==> config.mk <==
export PLATFORM = sky130hd
export DESIGN_NAME = run_length_detector
export DESIGN_NICKNAME = d
export VERILOG_FILES = /design/src/rtl/run_det_pkg.sv /design/src/rtl/run_det_channel.sv /design/src/rtl/run_length_detector.sv
export SDC_FILE = /design/constraint.sdc
export NUM_CORES = 1
export LEC_CHECK = 0
export ABC_AREA = 1
export CORE_ASPECT_RATIO = 0.6
export CORE_MARGIN = 5
export CORE_UTILIZATION = 34
export DETAILED_ROUTE_END_ITERATION = 10
export PLACE_DENSITY = 0.75
export SLEW_MARGIN = 20
export SYNTH_ARGS = -nofsm -noshare
export SYNTH_HDL_FRONTEND = slang
export SYNTH_SLANG_ARGS = --single-unit
==> constraint.sdc <==
create_clock -name clk -period 1 [get_ports clk]
set_input_delay 0.15 -clock clk [delete_from_list [all_inputs] [get_ports clk]]
set_output_delay 0.15 -clock clk [all_outputs]
set_load 0.1 [all_outputs]
==> src/rtl/run_det_pkg.sv <==
// run_det_pkg: shared limits, width helper and run-counter type for the
// run-length detector.
package run_det_pkg;

  localparam int MAX_CHANNELS = 32;
  localparam int MAX_RUN_LEN  = 255;

  // Bits needed to hold 0..n-1, never less than one.
  function automatic int clog2_min1(input int n);
    int w;
    w = 0;
    for (int i = 0; i < 32; i++) begin
      if ((1 << w) < n) w++;
    end
    return (w < 1) ? 1 : w;
  endfunction

  localparam int RUN_W_MAX = clog2_min1(MAX_RUN_LEN);

  // Wide enough for any legal run counter; channels slice it down.
  typedef logic [RUN_W_MAX-1:0] run_cnt_t;

endpackage

==> src/rtl/run_det_channel.sv <==
// run_det_channel: one serial channel of the run-length detector.
// The run counter, the det/hit logic and, when RUN_DET_HIT_COUNT_EN is
// defined, a saturating hit counter.
module run_det_channel
  import run_det_pkg::*;
#(
  parameter int   RUN_LEN    = 3,
  parameter logic TARGET_BIT = 1'b1,
  parameter bit   MEALY      = 1'b1,
  parameter int   CNT_W      = 8
) (
  input  logic             clk,
  input  logic             reset,
  input  logic             din,
  input  logic             din_vld,
  input  logic             overlap,
  input  logic             clr,
  output logic             hit,
  output logic [CNT_W-1:0] hit_cnt
);

  localparam int          RW       = clog2_min1(RUN_LEN);
  localparam run_cnt_t    RUN_FULL = run_cnt_t'(RUN_LEN - 1);
  localparam logic [RW-1:0] RUN_LAST = RUN_FULL[RW-1:0];

  logic [RW-1:0] run;
  logic          match;
  logic          det;

  assign match = (din == TARGET_BIT);
  assign det   = din_vld && match && (run == RUN_LAST);

  // Run counter: consecutive accepted matching bits, capped at RUN_LEN-1.
  always_ff @(posedge clk or negedge reset) begin
    if (!reset) begin
      run <= '0;
    end else if (clr) begin
      run <= '0;
    end else if (!din_vld) begin
      run <= run;
    end else if (!match) begin
      run <= '0;
    end else if (det) begin
      run <= overlap ? RUN_LAST : '0;
    end else begin
      run <= run + 1'b1;
    end
  end

  generate
    if (MEALY) begin : g_mealy
      assign hit = det && !clr;
    end else begin : g_moore
      logic hit_p1;
      // Stage 1: registered hit, one cycle after the completing bit.
      always_ff @(posedge clk or negedge reset) begin
        if (!reset) hit_p1 <= 1'b0;
        else        hit_p1 <= det && !clr;
      end
      assign hit = hit_p1;
    end
  endgenerate

`ifdef RUN_DET_HIT_COUNT_EN
  // Increment that sticks at the all-ones value.
  function automatic logic [CNT_W-1:0] sat_inc(input logic [CNT_W-1:0] v);
    return (&v) ? v : v + 1'b1;
  endfunction

  logic [CNT_W-1:0] cnt_p1;

  // Stage 1: saturating count of detections, cleared by clr.
  always_ff @(posedge clk or negedge reset) begin
    if (!reset)   cnt_p1 <= '0;
    else if (clr) cnt_p1 <= '0;
    else if (det) cnt_p1 <= sat_inc(cnt_p1);
  end

  assign hit_cnt = cnt_p1;
`else
  assign hit_cnt = '0;
`endif

endmodule

==> src/rtl/run_length_detector.sv <==
// run_length_detector: CHANNELS independent run-length detectors sharing
// the overlap mode and clear. Optional hit counters: RUN_DET_HIT_COUNT_EN.
module run_length_detector
  import run_det_pkg::*;
#(
  parameter int   CHANNELS   = 4,
  parameter int   RUN_LEN    = 3,
  parameter logic TARGET_BIT = 1'b1,
  parameter bit   MEALY      = 1'b1,
  parameter int   CNT_W      = 8
) (
  input  logic                      clk,
  input  logic                      reset,
  input  logic [CHANNELS-1:0]       din,
  input  logic [CHANNELS-1:0]       din_vld,
  input  logic                      overlap,
  input  logic                      clr,
  output logic [CHANNELS-1:0]       hit,
  output logic [CHANNELS*CNT_W-1:0] hit_cnt
);

  generate
    for (genvar i = 0; i < CHANNELS; i++) begin : g_ch
      run_det_channel #(
        .RUN_LEN   (RUN_LEN),
        .TARGET_BIT(TARGET_BIT),
        .MEALY     (MEALY),
        .CNT_W     (CNT_W)
      ) u_ch (
        .clk    (clk),
        .reset  (reset),
        .din    (din[i]),
        .din_vld(din_vld[i]),
        .overlap(overlap),
        .clr    (clr),
        .hit    (hit[i]),
        .hit_cnt(hit_cnt[i*CNT_W +: CNT_W])
      );
    end
  endgenerate

endmodule
==> results of run 1 <==
[per-layer routing]
metal  vias up  GRT usage [%]
li1        344              -
met1       332           9.54
met2        36           22.4
met3        14           6.79
met4         0           8.30
met5         -              0
[power by group through the flow]
| stage | clock, uW | sequential [uW] | combinational, uW |
|---|---|---|---|
| 5_1_grt | 414 | 352 | 828 |
| 4_1_cts | 388 | 351 | 750 |
| 6_report | 380 | 351 | 797 |
| 2_1_floorplan | 0 | 350 | 711 |
| 3_5_place_dp | 0 | 351 | 721 |
| 3_3_place_gp | 0 | 350 | 713 |
[cell usage in the layout, fill, tap and decap left out]
cell / synthesis / final
nand2_2: 0 / 4
nand2_4: 0 / 3
nand2_1: 28 / 21
inv_4: 0 / 4
nor2_2: 4 / 4
buf_12: 0 / 4
clkbuf_8: 0 / 3
buf_6: 1 / 8
dfrtp_1: 8 / 8
buf_4: 36 / 14
nor2_1: 8 / 4
o21ai_1: 0 / 2
inv_2: 0 / 4
nor2_4: 0 / 4
clkdlybuf4s50_1: 0 / 9
clkinv_4: 1 / 1
conb_1: 1 / 32
o21ai_2: 4 / 6
dlygate4sd2_1: 0 / 2
ha_4: 0 / 4
nand3_2: 4 / 4
[stage by stage]
| stage | utilization (%) | std cells | setup WS (ns) | instance area (um2) | TNS (ns) |
|---|---|---|---|---|---|
| 2_1_floorplan | - | 142 | -0.0594 | 1040 | -0.237 |
| 3_3_place_gp | 46.2 | 164 | -0.278 | 1040 | -2.45 |
| 3_5_place_dp | 46.2 | 164 | -0.299 | 1040 | -2.65 |
| 4_1_cts | 51.8 | 171 | -0.317 | 1160 | -1.46 |
| 5_1_grt | 56.0 | 175 | -0.371 | 1260 | -2.02 |
| 6_report | 56.0 | 175 | -0.342 | 1260 | -1.57 |
[critical path, stage by stage (launching register included)]
cell	delay [ns]
dfrtp_1	0.37
inv_2	0.10
ha_4	0.17
inv_4	0.05
nor2_4	0.10
buf_12	0.18
[final timing paths]
path / startpoint / slack, ns / depth (start not counted) / end
max: g_ch[1].u_ch.run[0]$_DFFE_PN0P_ / -0.34 / 5 / hit[1]
min: reset / 0.20 / 1 / g_ch[2].u_ch.run[1]$_DFFE_PN0P_
max reg2reg: g_ch[1].u_ch.run[1]$_DFFE_PN0P_ / -0.14 / 7 / g_ch[1].u_ch.run[1]$_DFFE_PN0P_
min reg2reg: g_ch[1].u_ch.run[0]$_DFFE_PN0P_ / 0.50 / 2 / g_ch[1].u_ch.run[0]$_DFFE_PN0P_
max in group asynchronous: reset / 0.54 / 1 / g_ch[1].u_ch.run[1]$_DFFE_PN0P_
min in group clk: din_vld[3] / 0.41 / 4 / g_ch[3].u_ch.run[1]$_DFFE_PN0P_
[cells by family after synthesis]
logic type | share of synthesized area [%]
buffers and inverters | 38.6
AND/OR/NAND/NOR | 24.1
AO/OA/AOI/OAI | 6.64
flip-flops | 24.1
adder cells (fa/ha/maj) | 6.03
other | 0.452
[repair_timing]
action,CTS,global route
endpoints found under the hold margin,0,0
pin swaps,11,16
buffers inserted,5,7
gates resized for setup,19,22
setup endpoints to repair,9,10
[final cells by class]
type / count / share of cell area [%]
multi-input combinational: 88 / 43.4
inverter: 9 / 3.88
tap: 30 / 2.99
sequential: 8 / 15.9
clock buffer: 3 / 3.29
timing repair buffer: 37 / 30.5
==> reports/metrics.cfg, run 1 <==
[setup_path]
start_kind=flip-flop
cp_data_required_time_ns=0.85
worstPathArrival_ns=1.19
worstPathMaxFanout=2
endpoint_kind=output port
critPathKind=reg2out

[die]
start_util_pct=37.0
ios=48
core_area_um2=2240
rows=13
die_height_um=48.3
die_area_um2=3560
die_w_um=73.8

[sta]
timing.fmax_ghz=0.745
clock_skew_ns=0.000118
slew_violations=0
setup_ws_ns=-0.342
setup_violations=8
rsz0062_at_grt=yes
hold_viol=0
whs_ns=0.201
post-route-period-util_pct=134
min_period_ns=1.34

[cts]
cts_tree=built
htreeDepth=1
clk_latency_ns=0.22
numClockSinks=8
cts_buffer_depth=2
clock-root-buffer=clkbuf_8
ctsHoldBuffers=0
cts_made_buffers=3
clk_pin_slew_ns=0.04

[drt]
initialDrtViolationCount=11
drtPass1Iterations=4
wl_mm=2.10
top_layer_used=met4
dr_wl_met2_mm=1.11
ant_nets=0
dr_wl_met3_um=189
wl_met1_um=710
remaining_drc_errors=0
vias=726
route.detailed.wl_per_inst_um=12.0
viasPerCell=4.15

[cells_and_area]
register_area_um2=200
top_regs=g_ch.u_ch.run x8
area_growth_pct=51.4
multi_input_area_um2=546
diodes=0
nFillCells=185
final_layout_size_suffix_gt1_share_pct=46.2
top_register=g_ch.u_ch.run
nets=163
largest_register_ffs=8

[global_routing]
grt_pass1_wl_mm=2.93
first_global_vias=703
antenna_found_initial=0
gr-usage-all-layers_pct=11.8
grt_max_degree=9
grt.overflow.total=0

[worst_hold_path]
hold_class=in2async

[yosys]
synth_edf_count=0
synth_top_area_cell=buf_4
async_reset_ff_share_pct=100
synth_top_cell_area_share_pct=32.6
yosys.cell_count.top_type=buf_4
synth-main-ff-cell=dfrtp_1
yosysWarnings=0
syn-instance-count=111
synth_common_cells=buf_4, nand2_1, dfrtp_1, inv_1, nor2_1
avgSynthCellArea_um2=7.47
synth_area_leaders=buf_4, dfrtp_1, nand2_1
synth_seq_cells=8
ys_seq_area_share_pct=24.1
syn_area_um2=830
synthDistinctLibCells=13

[run_status]
status=finished with violations
violations=setup timing

[power_and_ir_drop]
power_density_nw_per_um2=1220
seqPwrFrac_pct=23.0
pwr-share-comb_pct=52.2
swShare_pct=51.3
p_sw_uw=785
leakage_uw=0.000613
ir_worst_vdd_uv=551
p_total_uw=1530
p_int_uw=744
clockPowerShare_pct=24.9

[place]
io_buffers=15
dp_hpwl_mm=1.42
place.gp.congestion=0.660

[run]
maxCapViolations=0

No activity file was read; power rests on OpenSTA's default activity.
==> run 2: changes to the inputs <==
GPL_ROUTABILITY_DRIVEN = 0   (was default)
==> results of run 2 <==
The final DEF is identical to that of run 1; final timing and power are the same.
